<file path="config.mk">
export PLATFORM = sky130hd
export DESIGN_NAME = int_bridge
export DESIGN_NICKNAME = d
export VERILOG_FILES = /design/src/rtl/int_bridge.sv
export SDC_FILE = /design/constraint.sdc
export NUM_CORES = 1
export LEC_CHECK = 0
export BUFFER_PORTS_ARGS = -buffer_cell sky130_fd_sc_hd__buf_2
export CORE_MARGIN = 2
export CORE_UTILIZATION = 55
export CTS_CLUSTER_DIAMETER = 40
export DETAILED_ROUTE_END_ITERATION = 16
export PLACE_DENSITY = 0.89
export SKIP_CTS_REPAIR_TIMING = 1
export SYNTH_ARGS = -nofsm -noshare
export SYNTH_HDL_FRONTEND = slang
export SYNTH_SLANG_ARGS = --single-unit
</file>
<file path="constraint.sdc">
create_clock -name clk -period 3.1 [get_ports clk]
set_clock_uncertainty 0.1 [all_clocks]
set_input_delay 0.62 -clock clk [delete_from_list [all_inputs] [get_ports clk]]
set_output_delay 0.62 -clock clk [all_outputs]
set_load 0.03 [all_outputs]
</file>
<file path="src/rtl/int_bridge.sv">
// int_bridge: command FIFO plus single-outstanding request/grant memory issuer.
// Commands from ingress are queued, issued one at a time with lane-positioned
// write data and byte enables, and read data is returned LSB-aligned with a
// one-cycle int_read_done strobe.
//
// Optional build macro: INT_BRIDGE_ALIGN_CHK_EN adds align_err and suppresses
// memory access for misaligned half/word commands.
//
// Ports:
//   clk, rstN                 clock, asynchronous active-low reset
//   int_valid, int_addr_data  command strobe and {addr, LSB-aligned wdata}
//   int_size, current_read_write  size code and read(1)/write(0) flag
//   int_ready                 at least two free FIFO entries
//   int2ig_data, int_read_done    read return data and its valid strobe
//   new_tran                  pulse when a command is popped for issue
//   mem_*                     request/grant memory port
//   align_err                 (macro only) misaligned command pulse
module int_bridge #(
  parameter int unsigned DEPTH = 4,
  parameter int unsigned AW    = 7
) (
  input  logic          clk,
  input  logic          rstN,
  input  logic          int_valid,
  input  logic [AW+31:0] int_addr_data,
  input  logic [1:0]    int_size,
  input  logic          current_read_write,
  output logic          int_ready,
  output logic [31:0]   int2ig_data,
  output logic          new_tran,
  output logic          int_read_done,
`ifdef INT_BRIDGE_ALIGN_CHK_EN
  output logic          align_err,
`endif
  output logic          mem_req,
  output logic          mem_we,
  output logic [AW-1:0] mem_addr,
  output logic [3:0]    mem_be,
  output logic [31:0]   mem_wdata,
  input  logic          mem_gnt,
  input  logic          mem_rvalid,
  input  logic [31:0]   mem_rdata
);

  localparam int unsigned PtrW = $clog2(DEPTH);
  localparam int unsigned EntW = AW + 35;
  localparam logic [PtrW:0] DepthC   = (PtrW+1)'(DEPTH);
  localparam logic [PtrW:0] ReadyMax = (PtrW+1)'(DEPTH - 2);

  typedef enum logic [1:0] {StIdle, StIssue, StRdWait, StRdDone} state_e;

  // Command FIFO
  logic [EntW-1:0] fifo_q [DEPTH];
  logic [PtrW-1:0] wr_ptr_q, rd_ptr_q;
  logic [PtrW:0]   count_q;
  logic            push, pop;

  state_e          state_q;

  assign push = int_valid && (count_q != DepthC);
  assign pop  = (state_q == StIdle) && (count_q != '0);
  // One spare slot absorbs the strobe that lags ingress's handshake by a cycle.
  assign int_ready = (count_q <= ReadyMax);

  always_ff @(posedge clk) begin
    if (push) fifo_q[wr_ptr_q] <= {current_read_write, int_size, int_addr_data};
  end

  always_ff @(posedge clk or negedge rstN) begin
    if (!rstN) begin
      wr_ptr_q <= '0;
      rd_ptr_q <= '0;
      count_q  <= '0;
    end else begin
      if (push) wr_ptr_q <= wr_ptr_q + 1'b1;
      if (pop)  rd_ptr_q <= rd_ptr_q + 1'b1;
      if (push && !pop)      count_q <= count_q + 1'b1;
      else if (!push && pop) count_q <= count_q - 1'b1;
    end
  end

  // Head-of-queue decode and lane mapping
  logic          h_rw;
  logic [1:0]    h_size;
  logic [AW-1:0] h_addr;
  logic [31:0]   h_wdata;
  logic [1:0]    h_off;
  logic          h_byte, h_half;
  logic [3:0]    lane_be;
  logic [31:0]   lane_wdata;

  assign {h_rw, h_size, h_addr, h_wdata} = fifo_q[rd_ptr_q];
  assign h_off  = h_addr[1:0];
  assign h_byte = (h_size == 2'b01);
  assign h_half = (h_size == 2'b10);

  always_comb begin
    lane_be    = 4'b1111;
    lane_wdata = h_wdata;
    if (h_byte) begin
      lane_be    = 4'b0001 << h_off;
      lane_wdata = h_wdata << {h_off, 3'b000};
    end else if (h_half) begin
      // A half at offset 3 deliberately loses its upper byte.
      lane_be    = 4'b0011 << h_off;
      lane_wdata = h_wdata << {h_off, 3'b000};
    end
  end

`ifdef INT_BRIDGE_ALIGN_CHK_EN
  logic h_misalign;
  logic align_err_q;
  assign h_misalign = h_half ? h_off[0] : (!h_byte && (h_off != 2'b00));
  assign align_err  = align_err_q;
`endif

  // Command register and read-return extraction
  logic          cmd_rw_q;
  logic [1:0]    cmd_size_q;
  logic [1:0]    cmd_off_q;
  logic [31:0]   rd_shift, rd_ext;

  assign rd_shift = mem_rdata >> {cmd_off_q, 3'b000};

  always_comb begin
    rd_ext = mem_rdata;
    case (cmd_size_q)
      2'b01:   rd_ext = {24'h0, rd_shift[7:0]};
      2'b10:   rd_ext = {16'h0, rd_shift[15:0]};
      default: rd_ext = mem_rdata;
    endcase
  end

  // Issue FSM with registered outputs
  logic          new_tran_q, done_q, req_q, we_q;
  logic [31:0]   rdata_q, wdata_q;
  logic [AW-1:0] addr_q;
  logic [3:0]    be_q;

  always_ff @(posedge clk or negedge rstN) begin
    if (!rstN) begin
      state_q     <= StIdle;
      cmd_rw_q    <= 1'b0;
      cmd_size_q  <= 2'b00;
      cmd_off_q   <= 2'b00;
      new_tran_q  <= 1'b0;
      done_q      <= 1'b0;
      rdata_q     <= '0;
      req_q       <= 1'b0;
      we_q        <= 1'b0;
      addr_q      <= '0;
      be_q        <= '0;
      wdata_q     <= '0;
`ifdef INT_BRIDGE_ALIGN_CHK_EN
      align_err_q <= 1'b0;
`endif
    end else begin
      new_tran_q  <= 1'b0;
      done_q      <= 1'b0;
`ifdef INT_BRIDGE_ALIGN_CHK_EN
      align_err_q <= 1'b0;
`endif
      unique case (state_q)
        StIdle: begin
          if (pop) begin
            new_tran_q <= 1'b1;
            cmd_rw_q   <= h_rw;
            cmd_size_q <= h_size;
            cmd_off_q  <= h_off;
            we_q       <= !h_rw;
            addr_q     <= {h_addr[AW-1:2], 2'b00};
            be_q       <= lane_be;
            wdata_q    <= lane_wdata;
`ifdef INT_BRIDGE_ALIGN_CHK_EN
            if (h_misalign) begin
              // Never touches memory; a read still completes with a marker value.
              align_err_q <= 1'b1;
              if (h_rw) begin
                rdata_q <= 32'hDEAD_BEEF;
                done_q  <= 1'b1;
                state_q <= StRdDone;
              end
            end else begin
              req_q   <= 1'b1;
              state_q <= StIssue;
            end
`else
            req_q   <= 1'b1;
            state_q <= StIssue;
`endif
          end
        end
        StIssue: begin
          if (mem_gnt) begin
            req_q   <= 1'b0;
            state_q <= cmd_rw_q ? StRdWait : StIdle;
          end
        end
        StRdWait: begin
          if (mem_rvalid) begin
            rdata_q <= rd_ext;
            done_q  <= 1'b1;
            state_q <= StRdDone;
          end
        end
        StRdDone: state_q <= StIdle;
        default:  state_q <= StIdle;
      endcase
    end
  end

  assign new_tran      = new_tran_q;
  assign int_read_done = done_q;
  assign int2ig_data   = rdata_q;
  assign mem_req       = req_q;
  assign mem_we        = we_q;
  assign mem_addr      = addr_q;
  assign mem_be        = be_q;
  assign mem_wdata     = wdata_q;

endmodule

</file>
# After elaboration in Yosys (flattened, before gate mapping)
# Memory sizes are Yosys's and may differ from the RTL's.
# Index checks and enable logic that the tools add are counted.
# totals
ff_bits,91
ramBits,168
in_bits,79
output_inout_bits,80
elab_cells,72
n_memories,1
# op_classes
add_sub_neg,4
magnitude_cmp,1
n_eq_ne,11
shift,4
n_mux,21
n_reduce_logical,15
# mem_list
name,words,width,rd,rd_clocked_by_memory_dff,write_ports,line,source
fifo_q,4,42,1,0,1,53,logic [EntW-1:0] fifo_q [DEPTH];
# op_table
operator,count
2-to-1 mux 32 bit,2
one-hot mux 32 bit (2 select lines),1
<< shifter 32 x 5 -> 32 bit,1
>> shifter 32 x 5 -> 16 bit,1
== test 2 bit (second input constant),4
2-to-1 mux 1 bit,8
2-to-1 mux 2 bit,4
2-to-1 mux 4 bit,2
one-hot mux 2 bit (4 select lines),1
== test 2 x 1 -> 1 bit (second input constant),3
2-to-1 mux 3 bit,2
inequality test 2 bit (second input constant),3
AND reduction 3 bit,2
adder 2 x 1 -> 2 bit (second input constant),2
logical AND 1 bit,4
AND reduction 2 bit,2
nonzero test 2 bit,2
<< shifter 1 x 2 -> 4 bit (first input constant),1
<< shifter 2 x 2 -> 4 bit (first input constant),1
adder 3 x 1 -> 3 bit (second input constant),1
less-or-equal comparator 3 x 2 -> 1 bit (second input constant),1
logical NOT 1 bit,3
inequality test 3 bit (second input constant),1
nonzero test 3 bit,1
other kinds (3),3

# Longest topological paths before layout
# Gate-level depths: netlist of run 1.
# depth
depth_word,6
mapped_depth,10
depth_no_buf,8

# Worst setup path after synthesis of run 1
# No wires, ideal clock.
# synth_path
path_type,input -> register
start,input int_valid
end,memory fifo_q[0][0] (netlist bit) (enable)
setup_time_ps,403
t_arrival_ps,2070
required_time_ps,2597
slack_ps,527
stages,2
n_path_buf,0
path_cell_list,a21boi_1 -> and2_1
# synth_via
elab_chain_cells,3
# synth_rtl
element,line,source
from (decl),24,"input logic int_valid,"
logical AND 1 bit,60,assign push = int_valid && (count_q != DepthC);
2-to-1 mux 1 bit,66,"if (push) fifo_q[wr_ptr_q] <= {current_read_write, int_size, int_addr_data};"
2-to-1 mux 1 bit (not written as such),66,
to (decl),53,
# Every way passes these cells.

# Worst setup path after layout of run 1
# layout_path
start,register rd_ptr_q[1]
end,register wdata_q[21] (netlist: mem_wdata[21])
# layout_via
elab_chain_cells,4
word_cells_on_any_way,6
classes_between,eq/ne (2); shift (1); mux (2); memory (1)
# layout_rtl
element,line,source
from (decl),54,"logic [PtrW-1:0] wr_ptr_q, rd_ptr_q;"
from (signal assigned),76,if (pop) rd_ptr_q <= rd_ptr_q + 1'b1;
memory (4 x 42 bit) *,--,
<< shifter 32 x 5 -> 32 bit or == test 2 bit (tied branches),"102, 106, 95",
2-to-1 mux 32 bit,103,end else if (h_half) begin
2-to-1 mux 32 bit *,100,if (h_byte) begin
to (signal assigned),173,wdata_q <= lane_wdata;
to (decl),136,"logic [31:0] rdata_q, wdata_q;"
# Every way passes the cells marked *; elsewhere a longest branch is shown, timed or not.
# A chain may end at the register's enable or synchronous reset.

==> results of run 1 <==
## through the flow
step	hold slack [ns]	setup WS (ns)	instance area, µm²	cells	total power (µW)
floorplan	0.2244	0.5269	10790	746	10210
global placement	0.3556	0.6768	11880	1139	11980
detailed placement	0.3623	0.6104	11880	1139	12230
CTS	0.009808	0.5193	13050	1199	16300
global route	0.04517	0.4134	13050	1199	17110
finish	0.01246	0.5313	13050	1199	16290
## cell usage after synthesis (3+ instances only)
cell	instances	share of area, %
a211oi_1	14	0.97
a21oi_1	26	1.2
a221oi_1	12	0.97
a221oi_2	4	0.56
a31oi_1	8	0.46
and2_1	4	0.23
buf_1	8	0.28
buf_2	11	0.51
buf_4	4	0.28
buf_6	5	0.52
clkbuf_1	24	0.84
dfrtp_1	91	21
edfxtp_1	168	47
ha_1	11	1.3
inv_1	18	0.63
inv_2	3	0.10
mux2_2	9	0.94
mux2i_1	10	0.93
mux4_2	41	8.6
nand2_1	99	3.4
nand2b_1	3	0.17
nor2_1	39	1.4
nor2b_1	17	0.99
o21ai_0	50	2.3
o22ai_1	34	2.0
o31ai_1	8	0.56
xnor2_1	4	0.32
## layer usage
layer  vias up  global-route usage (%)
li1       3131                       -
met1      3494                   31.59
met2       474                   42.48
met3        67                   6.258
met4         2                   10.84
met5         -                       0
## kinds of logic (layout without fill, tap and decap cells)
group                    Yosys count  after routing
AND/OR/NAND/NOR                  168            168
adder cells (fa/ha/maj)           12             12
XOR/XNOR                           8              8
other                              1              2
AO/OA/AOI/OAI                    163            163
flip-flops                       259            259
multiplexers                      61             61
buffers and inverters             73            261
## area by class of cell
cell class	instances	area [µm²]	share of cell area, %
sequential	259	7325	56.14
multi-input combinational	414	3136	24.03
timing repair buffer	180	1013	7.768
clock buffer	44	929.6	7.125
tap	265	331.6	2.541
clock inverter	16	234.0	1.793
inverter	21	78.83	0.6041
## flip-flops by register name, summed over array words and instances (netlist names), 3 cells and up, named ones only
name         cells
int2ig_data     32
mem_be           4
count_q          3
fifo_q         168
mem_wdata       32
mem_addr         5
## report_power, final
| part | switching, µW | leakage [µW] | internal (µW) |
|---|---|---|---|
| Sequential | 605 | 0.00265 | 4770 |
| Combinational | 4500 | 0.00198 | 2440 |
| Clock | 1420 | 0.000569 | 2550 |
## worst paths after layout
| path | from | endpoint | slack, ns |
|---|---|---|---|
| min in group clk | int_addr_data[3] | fifo_q[3][3] | 0.22 |
| max in group asynchronous | rstN | int2ig_data[22] | 2.18 |
| worst max register to register | rd_ptr_q[1] | mem_wdata[21] | 0.53 |
| worst min-delay path | rstN | mem_wdata[8] | 0.01 |
| worst min register to register | mem_wdata[6] | mem_wdata[6] | 0.37 |
| worst max-delay path | rd_ptr_q[1] | mem_wdata[21] | 0.53 |
==> run_results.csv, run 1 <==
group,metric,value,unit
setup_path,critPathKind,"flip-flop to flip-flop",
drt,drc,0,
drt,antenna_left,0,
yosys,syn_area_per_cell,14.48,µm²
sta,post-route-period-util,82.86,%
cells_and_area,fillers,1313,
yosys,synth_cells,745,
drt,routed_wl,25.86,mm
clock_network,cts_sinks,259,
clock_network,insertion_delay,0.51,ns
sta,setup_violations,0,
setup_path,cp.required,3.38,ns
drt,vias,7168,
yosys,yosys_register_bits,259,
setup_path,slowest_delay,0.78,ns
yosys,ys_warn_count,0,
clock_network,root_buffer,"clkbuf_16",
global_routing,track_usage,25.31,%
yosys,synth_flop_cell,"edfxtp_1",
drt,wl_met2,12.62,mm
sta,worst_pin_slew,0.6453,ns
power_and_ir_drop,p_leak,0.005195,µW
cells_and_area,antennaDiodeCount,0,
cells_and_area,final_util,67.48,%
sta,rsz0062_at_grt,"false",
yosys,synthAdderAreaFrac,1.461,%
floorplanning,io_pins,159,
sta,timing.slew.headroom,56.98,%
setup_path,path_delay_family,"flip-flops",
floorplanning,core-area,19330,µm²
floorplanning,initial_utilization,55.80,%
sta,hold_viol,0,
cells_and_area,mostFrequentLayoutCells,"168 x edfxtp_1, 155 x buf_2, 99 x nand2_1, 89 x dfrtp_1, 50 x o21ai_0",
sta,fin_tns_setup,0,ns
sta,slew_violations,0,
setup_path,critPathCaptureType,"flip-flop",
floorplanning,fp.dieArea,20750,µm²
global_routing,grt_max_degree,66,
setup_path,critical_path_cell_count,4,
clock_network,cts_tree,"yes",
cells_and_area,drive_above_1_share,32.23,%
power_and_ir_drop,ir_worst_vdd,644.4,µV
global_routing,grt_overflow_total,0,
drt,drt_iter0_drc,746,
place,port_buffers,156,
yosys,synth-compound-area-share,9.486,%
drt,drt-met1-wl,9.647,mm
yosys,synthArstFlopShare,35.14,%
yosys,synth_simple_gate_area_share,6.541,%
floorplanning,rows,51,
setup_path,cpMostUsedCell,"a211oi_1",
setup_path,cp_cell_sequence,"mux4_2 > or2_1 > a211oi_1 > a211oi_1",
yosys,synth.distinct_cells,44,
floorplanning,fp.dieH,144.1,µm
power_and_ir_drop,p_per_area,1248,nW/µm²
hold_path,holdCritPathClass,"primary input to asynchronous set/reset pin",
drt,viasPerCell,5.978,
drt,top_layer_used,"met5",
place,dpl.hpwl,16.62,mm
global_routing,antenna_found_initial,1,
setup_path,worstPathMaxFanout,25,
cells_and_area,layout.nets,1001,
global_routing,grt_pass1_vias,7027,
clock_network,cts_buffers,34,
cells_and_area,area.growth.synth_to_final,20.93,%
run,maxCapViolCount,0,
global_routing,grt_pass1_wl,38.98,mm
clock_network,clk_pin_slew_worst_paths,0.06,ns
outcome,outcome,"finished, final reports clean",
clock_network,cts-htree-levels,2,
yosys,ys_seq_area_share,67.87,%
cells_and_area,layout_commonest_cell,"edfxtp_1",
setup_path,cp_slowest_cell,"dfrtp_2",
setup_path,critPathArrivalTime,2.85,ns
drt,dr.pass1.iters,5,
drt,wl_met3,2.712,mm
setup_path,reg2reg_depth,4,
place,gp_congestion,0.8746,
floorplanning,die_w,144.1,µm
yosys,synthesis.area,10790,µm²
clock_network,cts.path.max_buffers,3,
sta,max_clock_freq,389.3,MHz
yosys,synth_xor_area_share,0.8930,%
yosys,synth_top_family_by_area,"multiplexers",
setup_path,critPathLaunchType,"flip-flop",
drt,routedWlPerCell,21.57,µm
yosys,synthMuxAreaShare,10.56,%
yosys,synth_edf_count,168,
sta,fin_crit,2.569,ns
setup_path,crit_buf_inv,0,
(Power assumes the default switching activity.)
==> run 2, diff against run 1 <==
clock period = 2.6 ns   (was 3.1 ns; I/O delays follow)
==> run_results.csv, run 2 (synthesis gave the netlist of run 1 again) <==
group,metric,value,unit
sta,fin_crit,2.364,ns
cells_and_area,layout_commonest_cell,"edfxtp_1",
outcome,outcome,"finished, final reports clean",
global_routing,grt_pass1_wl,38.43,mm
clock_network,cts-htree-levels,2,
cells_and_area,max_flop_register,"fifo_q",
drt,antenna_left,0,
hold_path,holdCritPathClass,"primary input to flip-flop",
floorplanning,rows,51,
setup_path,cp_cell_sequence,"mux4_2 > or2_2 > a211oi_1 > a211oi_1",
sta,setup_violations,0,
clock_network,cts.path.max_buffers,3,
setup_path,critPathArrivalTime,2.64,ns
drt,drt_iter0_drc,774,
setup_path,worstPathMaxFanout,14,
setup_path,critPathLaunchType,"flip-flop",
global_routing,antenna_found_initial,0,
power_and_ir_drop,ir_worst_vdd,898.0,µV
sta,worst_pin_slew,0.5689,ns
global_routing,grt_max_degree,66,
setup_path,cp_slowest_cell,"mux4_2",
sta,fin_tns_setup,0,ns
setup_path,cp.required,2.88,ns
cells_and_area,mostFrequentLayoutCells,"168 x edfxtp_1, 155 x buf_2, 99 x nand2_1, 89 x dfrtp_1, 50 x o21ai_0",
global_routing,grt_pass1_vias,7029,
setup_path,critical_path_cell_count,4,
cells_and_area,layout.nets,1008,
global_routing,track_usage,24.65,%
place,placed_cells,1145,
drt,routed_wl,25.42,mm
sta,max_clock_freq,423.0,MHz
clock_network,cts_sinks,259,
cells_and_area,area.growth.synth_to_final,21.96,%
clock_network,cts_tree,"yes",
run,maxCapViolCount,0,
place,dpl.hpwl,16.71,mm
cells_and_area,antennaDiodeCount,0,
setup_path,reg2reg_depth,4,
drt,vias,7076,
floorplanning,fp.dieArea,20750,µm²
clock_network,clk_pin_slew_worst_paths,0.06,ns
place,dp_worst_setup_slack,0.2154,ns
drt,routedWlPerCell,21.06,µm
setup_path,cpMostUsedCell,"a211oi_1",
floorplanning,core-area,19330,µm²
cells_and_area,drive_above_1_share,32.70,%
cells_and_area,fillers,1295,
sta,hold_viol,0,
setup_path,critPathKind,"flip-flop to flip-flop",
power_and_ir_drop,p_per_area,1487,nW/µm²
drt,dr.pass1.iters,6,
sta,post-route-period-util,90.93,%
setup_path,slowest_delay,0.69,ns
hold_path,whs_path_depth,1,
sta,worst_slack,0.2358,ns
clock_network,root_buffer,"clkbuf_16",
drt,drc,0,
sta,rsz0062_at_grt,"false",
global_routing,grt_overflow_total,0,
power_and_ir_drop,total_power,19560,µW
floorplanning,die_w,144.1,µm
sta,whs,0.1233,ns
clock_network,cts_buffers,34,
floorplanning,fp.dieH,144.1,µm
setup_path,critPathCaptureType,"flip-flop",
place,port_buffers,156,
cells_and_area,final_cells,1207,
sta,timing.slew.headroom,62.00,%
drt,viasPerCell,5.862,
sta,slew_violations,0,
floorplanning,io_pins,159,
place,gp_congestion,0.9359,
cells_and_area,largest_reg_flops,168,
setup_path,crit_buf_inv,0,
setup_path,path_delay_family,"multiplexers",
power_and_ir_drop,p_leak,0.005247,µW
floorplanning,initial_utilization,55.80,%
clock_network,insertion_delay,0.50,ns
[run 2: changes by cell type in the layout (fill, tap and decap cells not counted), sizes merged]
cell | before | now
buf | 180 | 186
clkinv | 5 | 10
inv | 26 | 23
bufinv | 5 | 4
clkbuf | 44 | 43
clkinvlp | 1 | 2
dlygate4sd3 | 0 | 1
[run 2: power breakdown]
| part | switching (µW) | internal, µW |
|---|---|---|
| registers | 651 | 5690 |
| clock network | 1690 | 3060 |
| logic | 5430 | 3040 |
[run 2: stage by stage]
step	area, µm²	utilization [%]
3_3_place_gp	11970	61.89
2_1_floorplan	10790	-
4_1_cts	13140	67.98
3_5_place_dp	11970	61.89
5_1_grt	13160	68.06
6_report	13160	68.06
[run 2: final timing paths]
path,startpoint,to,slack (ns)
min in group asynchronous,rstN,int_read_done,0.45
worst min register to register,int2ig_data[17],int2ig_data[17],0.37
worst max register to register,rd_ptr_q[0],mem_wdata[16],0.24
worst min-delay path,int_addr_data[17],fifo_q[1][17],0.12
worst max-delay path,rd_ptr_q[0],mem_wdata[16],0.24
max in group asynchronous,rstN,rd_ptr_q[0],1.26
[run 2: worst register-to-register path, cell delays in order, from the launching register on]
cell and delay (ns):
dfrtp_2 0.51, mux4_2 0.70, or2_2 0.49, a211oi_1 0.36, a211oi_1 0.10
[run 2: layout make-up]
type                       instances  area (µm²)  area share (%)
sequential                       259        7325           55.66
clock buffer                      43       978.4           7.436
multi-input combinational        414        3141           23.87
tap                              265       331.6           2.520
clock inverter                    18       198.9           1.512
timing repair buffer             187        1106           8.405
inverter                          21       78.83          0.5990
[run 2: metal layers]
metal | wire length, µm | up-vias | global-route usage, %
met1 | 9478 | 3398 | 31.34
li1 | - | 3137 | -
met4 | 1093 | 0 | 11.92
met2 | 12370 | 442 | 40.70
met5 | 0 | - | 0
met3 | 2479 | 99 | 5.265
